--- src/rtl/hazard_ctrl_pkg.sv ---
// Shared definitions for the pipeline hazard controller.
//   state_t  : controller state encoding (RUN / STALL)
//   REG_ZERO : architectural $0, which is hard-wired to zero and never a hazard
//   PERF_W   : width of the optional performance counters
package hazard_ctrl_pkg;

  typedef enum logic {
    RUN   = 1'b0,
    STALL = 1'b1
  } state_t;

  localparam logic [4:0] REG_ZERO = 5'd0;
  localparam int         PERF_W   = 32;

endpackage

--- src/rtl/hazard_cmp.sv ---
// Load-use comparator. Flags when the load currently in EX writes a register
// that the instruction in decode reads.
// Ports:
//   memRead      : EX-stage instruction is a load
//   regWriteAdd  : EX-stage destination register
//   regAdd1      : decode rs
//   regAdd2      : decode rt
//   usesRt       : decode instruction actually reads rt
//   hz           : load-use hazard present
module hazard_cmp
  import hazard_ctrl_pkg::*;
(
  input  logic       memRead,
  input  logic [4:0] regWriteAdd,
  input  logic [4:0] regAdd1,
  input  logic [4:0] regAdd2,
  input  logic       usesRt,
  output logic       hz
);

  // Writes to $0 are discarded by the register file, so they cannot feed a
  // stale value to the consumer.
  assign hz = memRead && (regWriteAdd != REG_ZERO) &&
              ((regWriteAdd == regAdd1) || (usesRt && (regWriteAdd == regAdd2)));

endmodule

--- src/rtl/hazard_ctrl.sv ---
// Hazard detection and stall/flush controller for the 5-stage MIPS pipeline.
// State updates on the falling clock edge, like the pipeline registers.
// Optional macro HAZARD_PERF_CNT_EN adds saturating performance counters.
// Ports:
//   clk, rst          : pipeline clock; asynchronous active-low reset
//   ID_RegAdd1/2      : rs / rt of the instruction in decode
//   ID_UsesRt         : decode instruction reads rt
//   EX_MemRead        : ID/EX MemRead
//   EX_RegWriteAdd    : destination register of the instruction in EX
//   MEM_BranchTaken   : branch resolved taken in MEM (one-cycle pulse)
//   PC_Write          : PC update enable
//   IF_ID_Write       : IF/ID update enable
//   IF_ID_Flush       : zero the IF/ID instruction
//   ID_EX_Mux         : bubble select into ID/EX (1 zeros control)
//   EX_MEM_Flush      : zero EX/MEM control
//   Stalling          : controller is in the STALL state
//   StallCycles_Out   : (macro) cycles with PC_Write low
//   LoadUse_Out       : (macro) load-use hazard entries
//   Flush_Out         : (macro) taken-branch flushes
module hazard_ctrl
  import hazard_ctrl_pkg::*;
#(
  parameter int LOAD_STALL_CYCLES = 1,
  parameter int CNT_W             = 4
) (
  input  logic       clk,
  input  logic       rst,
  input  logic [4:0] ID_RegAdd1,
  input  logic [4:0] ID_RegAdd2,
  input  logic       ID_UsesRt,
  input  logic       EX_MemRead,
  input  logic [4:0] EX_RegWriteAdd,
  input  logic       MEM_BranchTaken,
  output logic       PC_Write,
  output logic       IF_ID_Write,
  output logic       IF_ID_Flush,
  output logic       ID_EX_Mux,
  output logic       EX_MEM_Flush,
  output logic       Stalling
`ifdef HAZARD_PERF_CNT_EN
  ,
  output logic [PERF_W-1:0] StallCycles_Out,
  output logic [PERF_W-1:0] LoadUse_Out,
  output logic [PERF_W-1:0] Flush_Out
`endif
);

  // The first bubble is issued from RUN, so STALL covers the remaining ones.
  localparam logic [CNT_W-1:0] STALL_LOAD = CNT_W'(LOAD_STALL_CYCLES - 1);

  state_t           state, stateNext;
  logic [CNT_W-1:0] cnt, cntNext;
  logic             hz;

  hazard_cmp uCmp (
    .memRead     (EX_MemRead),
    .regWriteAdd (EX_RegWriteAdd),
    .regAdd1     (ID_RegAdd1),
    .regAdd2     (ID_RegAdd2),
    .usesRt      (ID_UsesRt),
    .hz          (hz)
  );

  always_ff @(negedge clk or negedge rst) begin
    if (!rst) begin
      state <= RUN;
      cnt   <= '0;
    end else begin
      state <= stateNext;
      cnt   <= cntNext;
    end
  end

  always_comb begin
    stateNext    = state;
    cntNext      = cnt;
    PC_Write     = 1'b1;
    IF_ID_Write  = 1'b1;
    IF_ID_Flush  = 1'b0;
    ID_EX_Mux    = 1'b0;
    EX_MEM_Flush = 1'b0;
    Stalling     = 1'b0;
    // While reset is held, outputs stay at their reset values even if the
    // decode inputs still show a hazard.
    if (rst) begin
      Stalling = (state == STALL);
      if (MEM_BranchTaken) begin
        // Taken branch wins: squash the younger instructions and let the PC
        // load the target, abandoning any stall in progress.
        IF_ID_Flush  = 1'b1;
        ID_EX_Mux    = 1'b1;
        EX_MEM_Flush = 1'b1;
        stateNext    = RUN;
        cntNext      = '0;
      end else if (state == STALL) begin
        PC_Write    = 1'b0;
        IF_ID_Write = 1'b0;
        ID_EX_Mux   = 1'b1;
        cntNext     = cnt - CNT_W'(1);
        if (cnt == CNT_W'(1)) begin
          stateNext = RUN;
        end
      end else if (hz) begin
        PC_Write    = 1'b0;
        IF_ID_Write = 1'b0;
        ID_EX_Mux   = 1'b1;
        if (LOAD_STALL_CYCLES > 1) begin
          stateNext = STALL;
          cntNext   = STALL_LOAD;
        end
      end
    end
  end

`ifdef HAZARD_PERF_CNT_EN
  function automatic logic [PERF_W-1:0] satInc(input logic [PERF_W-1:0] v);
    return (v == '1) ? v : v + PERF_W'(1);
  endfunction

  always_ff @(negedge clk or negedge rst) begin
    if (!rst) begin
      StallCycles_Out <= '0;
      LoadUse_Out     <= '0;
      Flush_Out       <= '0;
    end else begin
      if (!PC_Write) begin
        StallCycles_Out <= satInc(StallCycles_Out);
      end
      if ((state == RUN) && hz && !MEM_BranchTaken) begin
        LoadUse_Out <= satInc(LoadUse_Out);
      end
      if (MEM_BranchTaken) begin
        Flush_Out <= satInc(Flush_Out);
      end
    end
  end
`endif

endmodule

--- config.mk ---
export PLATFORM = sky130hd
export DESIGN_NAME = hazard_ctrl
export DESIGN_NICKNAME = d
export VERILOG_FILES = /design/src/rtl/hazard_ctrl_pkg.sv /design/src/rtl/hazard_cmp.sv /design/src/rtl/hazard_ctrl.sv
export SDC_FILE = /design/constraint.sdc
export NUM_CORES = 1
export LEC_CHECK = 0
export ABC_AREA = 1
export BUFFER_PORTS_ARGS = -buffer_cell sky130_fd_sc_hd__buf_4
export CELL_PAD_IN_SITES_DETAIL_PLACEMENT = 1
export CELL_PAD_IN_SITES_GLOBAL_PLACEMENT = 1
export CORE_MARGIN = 3
export CORE_UTILIZATION = 27
export DETAILED_ROUTE_END_ITERATION = 10
export GPL_TIMING_DRIVEN = 0
export PLACE_DENSITY_LB_ADDON = 0.1
export SLEW_MARGIN = 0
export SYNTH_ARGS = -nofsm -noshare
export SYNTH_HDL_FRONTEND = slang
export SYNTH_SLANG_ARGS = --single-unit
--- constraint.sdc ---
create_clock -name clk -period 1.4 [get_ports clk]
set_input_delay 0 -clock clk [delete_from_list [all_inputs] [get_ports clk]]
set_output_delay 0 -clock clk [all_outputs]
set_load 0.03 [all_outputs]
==> results of run 1 <==
[placed cells by master (no fill, tap or decap)]
| cell type | Yosys | routed |
|---|---|---|
| ha_1 | 2 | 2 |
| inv_2 | 5 | 4 |
| nor2_1 | 10 | 8 |
| buf_4 | 2 | 27 |
| a21oi_1 | 1 | 1 |
| nor2_2 | 0 | 1 |
| xor2_1 | 1 | 1 |
| clkbuf_1 | 0 | 1 |
| nand2_2 | 1 | 2 |
| nand2_1 | 37 | 34 |
| a31oi_1 | 1 | 1 |
| nor2_4 | 0 | 1 |
| nand3_1 | 3 | 3 |
| dfrtn_1 | 5 | 5 |
| nand2_4 | 0 | 2 |
| o21ai_1 | 3 | 3 |
| buf_6 | 0 | 5 |
| xnor2_1 | 1 | 1 |
| inv_1 | 17 | 17 |
| nand4_1 | 2 | 2 |
| clkbuf_4 | 0 | 3 |
| inv_4 | 0 | 1 |
[cells by family after synthesis]
logic type / count (synthesis) / synth area share, %
AND/OR/NAND/NOR: 53 / 41.9
adder cells (fa/ha/maj): 2 / 4.99
flip-flops: 5 / 24.9
buffers and inverters: 24 / 19.5
AO/OA/AOI/OAI: 5 / 5.24
XOR/XNOR: 2 / 3.49
[metrics by stage]
| stage | instance area, µm² | TNS, ns | instances |
|---|---|---|---|
| global placement | 751 | -0.729 | 140 |
| global route | 832 | -1.59 | 149 |
| CTS | 803 | -1.44 | 146 |
| finish | 832 | -1.38 | 149 |
| detailed placement | 751 | -0.859 | 140 |
| floorplan | 533 | -0.203 | 91 |
[report_power, final]
group / switching, µW / internal [µW] / leakage (µW)
Clock: 54.8 / 107 / 0.0000150
Combinational: 72.4 / 72.7 / 0.000430
Sequential: 0.0000125 / 146 / 0.0000699
Total: 127 / 326 / 0.000515
[flip-flops by register name, indices dropped and copies added (netlist names)]
| name | flops |
|---|---|
| cnt | 4 |
| state | 1 |
[repair_timing]
item / in CTS / in global routing
resized for setup: 3 / 2
hold endpoints to repair: 0 / 0
buffers inserted: 2 / 3
pin swaps: 3 / 4
endpoints found under the setup margin: 4 / 5
[path summary, 6_finish.rpt]
kind | cells after the start | start | to
worst max-delay path | 5 | state | PC_Write
worst min-delay path | 1 | rst | state
worst max register to register | 5 | cnt[0] | cnt[2]
worst min register to register | 2 | cnt[1] | cnt[1]
max in group asynchronous | 1 | rst | cnt[1]
min in group clk | 4 | MEM_BranchTaken | IF_ID_Write
[layout make-up]
type / count / area [µm²] / area share [%]
repair buffers: 30 / 240 / 28.9
flip-flops and latches: 5 / 125 / 15.0
plain buffers: 2 / 18.8 / 2.26
clock buffers: 4 / 26.3 / 3.16
multi-input cells: 62 / 307 / 36.8
inverters: 22 / 85.1 / 10.2
well taps: 24 / 30.0 / 3.61
[worst max-delay path, stage by stage, from the launching register on]
cell and delay [ns]:
dfrtn_1 0.42, nand2_2 0.08, nand2_2 0.08, nand2_4 0.05, buf_6 0.11, buf_6 0.12
[routing by layer]
| metal | global-route usage (%) | vias to the layer above |
|---|---|---|
| met5 | 0 | - |
| met3 | 5.50 | 0 |
| met4 | 4.27 | 0 |
| li1 | - | 334 |
| met1 | 16.6 | 270 |
| met2 | 20.1 | 20 |
==> flow_summary.json, run 1 <==
{
  "avgSynthCellArea_um2": 5.51,
  "violations": "negative setup slack",
  "core.rowCount": 14,
  "route.detailed.drc": 0,
  "ys_types": 15,
  "status": "complete, but fails checks",
  "clk_pin_slew_ns": 0.03,
  "place_congestion": 0.702,
  "routed.top_layer": "met3",
  "grt_first_pass_wirelength_um": 2500,
  "vias_per_cell": 4.19,
  "cts_root_buffer": "clkbuf_4",
  "clock_sinks": 5,
  "areaGrowthSynthToFinish_pct": 65.8,
  "post_drt_wl_per_cell_um": 9.60,
  "grt.overflow.total": 0,
  "yosys-top-cells-area": "nand2_1, dfrtn_1, inv_1",
  "holdBufCountCts": 0,
  "dp_hpwl_um": 1180,
  "rsz0062_at_grt": "yes",
  "die_h_um": 49.1,
  "antenna_found_initial": 0,
  "required_ns": 1.40,
  "power_density_nw_per_um2": 545,
  "cts_tree": "built",
  "n_antenna_cell": 0,
  "post-synth-top-area-fraction_pct": 27.7,
  "async_reset_ff_share_pct": 100,
  "cp_max_fo": 2,
  "gr-usage-all-layers_pct": 13.2,
  "num-nets-final": 148,
  "worst_slack_ns": -0.415,
  "ys.warnings.count": 0,
  "clk_latency_ns": 0.25,
  "drtAntennaViolNets": 0,
  "cap_violations": 0,
  "ys_ff_latch": 5,
  "finClkSkew_ns": 0.00322,
  "crit_type": "reg -> out",
  "fin_util_pct": 51.1,
  "synthesis.nets": 113,
  "portBuffers": 25,
  "synth_cells": 91,
  "finalMaxSlewViolations": 0,
  "dr_wl_met2_um": 654,
  "die_area_um2": 2410,
  "endpoint_kind": "primary output",
  "arrival_ns": 1.81,
  "ys_seq_area_share_pct": 24.9,
  "ys_top_cells_by_count": "nand2_1, inv_1, nor2_1, dfrtn_1, inv_2",
  "hold_ws_ns": 0.124,
  "dr.pass1.iters": 2,
  "setup-violations-final": 4,
  "met1_length_um": 666,
  "hold_violations": 0,
  "netlist_area_um2": 502,
  "worst_pin_slew_ns": 0.150,
  "dr_wl_met3_um": 110,
  "synth_ff_type": "dfrtn_1",
  "yosysMostFrequentCell": "nand2_1",
  "die_x_um": 49.1,
  "cts_buffer_depth": 2,
  "coreArea_um2": 1630,
  "start_util_pct": 30.8,
  "fillCellCount": 234,
  "hp-class": "in -> async",
  "total_power_uw": 453,
  "h-tree-depth": 1,
  "rrSetupSlack_ns": 0.26,
  "dpl_worst_slack_ns": -0.231,
  "leakagePower_uw": 0.000515,
  "vias": 624,
  "wl_um": 1430,
  "synth_edf_count": 0,
  "vdd_ir_drop_max_mv": 0.517,
  "io_pins": 26,
  "critPathLaunchType": "flop",
  "relSlewSlack_pct": 89.9,
  "drtIter0Drc": 4,
  "layout-drive-gt1-share_pct": 36.8,
  "cts_made_buffers": 3,
  "grt_pass1_vias": 616,
  "grt_max_degree": 10,
  "synth_area_leader_cell": "nand2_1"
}
Power figures use the tool's default switching activity.
==> inputs of run 2 (changes only) <==
--- a/config.mk
+++ b/config.mk
@@ -12,7 +12,8 @@
 export CORE_MARGIN = 3
 export CORE_UTILIZATION = 27
 export DETAILED_ROUTE_END_ITERATION = 10
-export GPL_TIMING_DRIVEN = 0
+export GPL_TIMING_DRIVEN = 1
+export HOLD_SLACK_MARGIN = 0.08
 export PLACE_DENSITY_LB_ADDON = 0.1
 export SLEW_MARGIN = 0
 export SYNTH_ARGS = -nofsm -noshare
==> run 2 against run 1 <==
The run still ends with negative setup slack left. Sequential power hardly changed. Clock-buffer cell count unchanged. Flip-flop and latch count did not move. Clock power increased by 7%. Register-to-register slack worse by 0.14 ns. Cell count increased by 2.7%.
==> flow_summary.json, run 2 (synthesis results as in run 1) <==
{
  "portBuffers": 25,
  "start_util_pct": 30.8,
  "critPathTopFamily": "flip-flops",
  "hold_violations": 0,
  "rsz0062_at_grt": "yes",
  "layout_common_cells": "nand2_1, buf_4, inv_1, nor2_1, dfrtn_1",
  "coreArea_um2": 1630,
  "power_density_nw_per_um2": 553,
  "violations": "negative setup slack",
  "dp_hpwl_um": 1340,
  "finClkSkew_ns": 0.00958,
  "worst_slack_ns": -0.366,
  "cts_buffer_depth": 2,
  "dpl_worst_slack_ns": -0.115,
  "cap_violations": 0,
  "register_area_um2": 125,
  "cts_tree": "built",
  "post_drt_wl_per_cell_um": 10.2,
  "hold_ws_ns": 0.257,
  "max_stage_delay_ns": 0.42,
  "drtAntennaViolNets": 0,
  "hp-class": "in -> async",
  "worst_pin_slew_ns": 0.172,
  "vdd_ir_drop_max_mv": 0.437,
  "arrival_ns": 1.77,
  "io_pins": 26,
  "multi_input_area_um2": 307,
  "critPathLaunchType": "flop",
  "relSlewSlack_pct": 88.5,
  "antenna_found_initial": 0,
  "crit_chain": "nand2_2 -> inv_4 -> nor2_4 -> nand2_4 -> buf_6",
  "route.detailed.drc": 0,
  "cp_max_fo": 4,
  "place_congestion": 0.739,
  "die_h_um": 49.1,
  "setup-violations-final": 5,
  "reg.largest.list": "cnt: 4 flops, state: 1 flops",
  "wl_um": 1560,
  "die_x_um": 49.1,
  "grt_max_degree": 7,
  "vias": 644,
  "gr-usage-all-layers_pct": 14.3,
  "grt.overflow.total": 0,
  "endpoint_kind": "primary output",
  "largest_reg_flops": 4,
  "n_antenna_cell": 0,
  "cts_made_buffers": 3,
  "finalMaxSlewViolations": 0,
  "clk_pin_slew_ns": 0.04,
  "drtIter0Drc": 9,
  "grt_pass1_vias": 636,
  "num-nets-final": 152,
  "crit_slowest_cell": "dfrtn_1",
  "holdBufCountCts": 0,
  "required_ns": 1.40,
  "dr.pass1.iters": 4,
  "clock_sinks": 5,
  "crit_type": "reg -> out",
  "areaGrowthSynthToFinish_pct": 70.3,
  "leakagePower_uw": 0.000534,
  "clk_latency_ns": 0.26,
  "regMostFlops": "cnt",
  "core.rowCount": 14,
  "fillCellCount": 236,
  "cp.buffers_inverters": 2,
  "die_area_um2": 2410,
  "status": "complete, but fails checks",
  "h-tree-depth": 1,
  "vias_per_cell": 4.21,
  "layout-drive-gt1-share_pct": 38.8,
  "cts_root_buffer": "clkbuf_4",
  "grt_first_pass_wirelength_um": 2730
}
-- run 2: cell count changes in the layout (fill, tap and decap cells not counted) --
cell,change
buf_4,+6
buf_6,-2
nand2_1,-1
nand2_2,+1
nor2_1,+1
nor2_2,-1
-- run 2: path summary, 6_finish.rpt --
check                                      from   endpoint  slack, ns  cells after the start
worst max register to register            state     cnt[0]       0.12                      8
max in group asynchronous                   rst     cnt[0]       0.98                      2
worst min-delay path                        rst      state       0.26                      2
worst min register to register           cnt[0]     cnt[0]       0.44                      1
min in group clk                MEM_BranchTaken   PC_Write       0.36                      4
worst max-delay path                      state  ID_EX_Mux      -0.37                      5
-- run 2: per-stage QoR --
stage / instances / utilization (%) / total power, µW / instance area (µm²) / setup TNS [ns]
after floorplan: 91 / - / 215 / 533 / -0.203
after global placement: 145 / 48.2 / 291 / 785 / -0.293
after detailed placement: 145 / 48.2 / 297 / 785 / -0.480
after CTS: 150 / 50.9 / 475 / 830 / -1.35
after global routing: 153 / 52.5 / 505 / 855 / -1.66
final: 153 / 52.5 / 472 / 855 / -1.35
-- run 2: worst reg2reg max path, cell delays in order, from the launching register on --
cell     delay (ns)
dfrtn_1        0.42
nand2_2        0.09
inv_4          0.08
nor2_4         0.04
buf_4          0.12
buf_4          0.13
buf_4          0.13
nand2_1        0.05
o21ai_1        0.06
-- run 2: timing repair --
action | 4_1_cts | 5_1_grt
buffers inserted | 1 | 3
pin swaps | 3 | 2
resized for setup | 3 | 1
endpoints found under the setup margin | 4 | 4
-- run 2: routing by layer --
metal | wire length (µm) | up-vias | share of wire [%] | GRT usage (%)
met2 | 761 | 21 | 49 | 25.0
li1 | - | 339 | - | -
met3 | 94 | 0 | 6.0 | 4.59
met5 | 0 | - | 0 | 0
met4 | 0 | 0 | 0 | 2.84
met1 | 704 | 284 | 45 | 17.0
-- run 2: layout make-up --
cell class,count,share of cell area (%)
Timing Repair Buffer,36,32.9
Clock buffer,4,3.07
Inverter,22,9.96
Multi-Input combinational cell,62,35.9
Tap cell,24,3.51
Sequential cell,5,14.6
-- run 2: power breakdown --
| part | leakage, µW | internal [µW] | switching [µW] | total (µW) |
|---|---|---|---|---|
| combinational | 0.000449 | 78.5 | 75.7 | 154 |
| sequential | 0.0000699 | 146 | 0.0000137 | 146 |
| clock | 0.0000150 | 108 | 64.4 | 173 |
| total | 0.000534 | 332 | 140 | 472 |
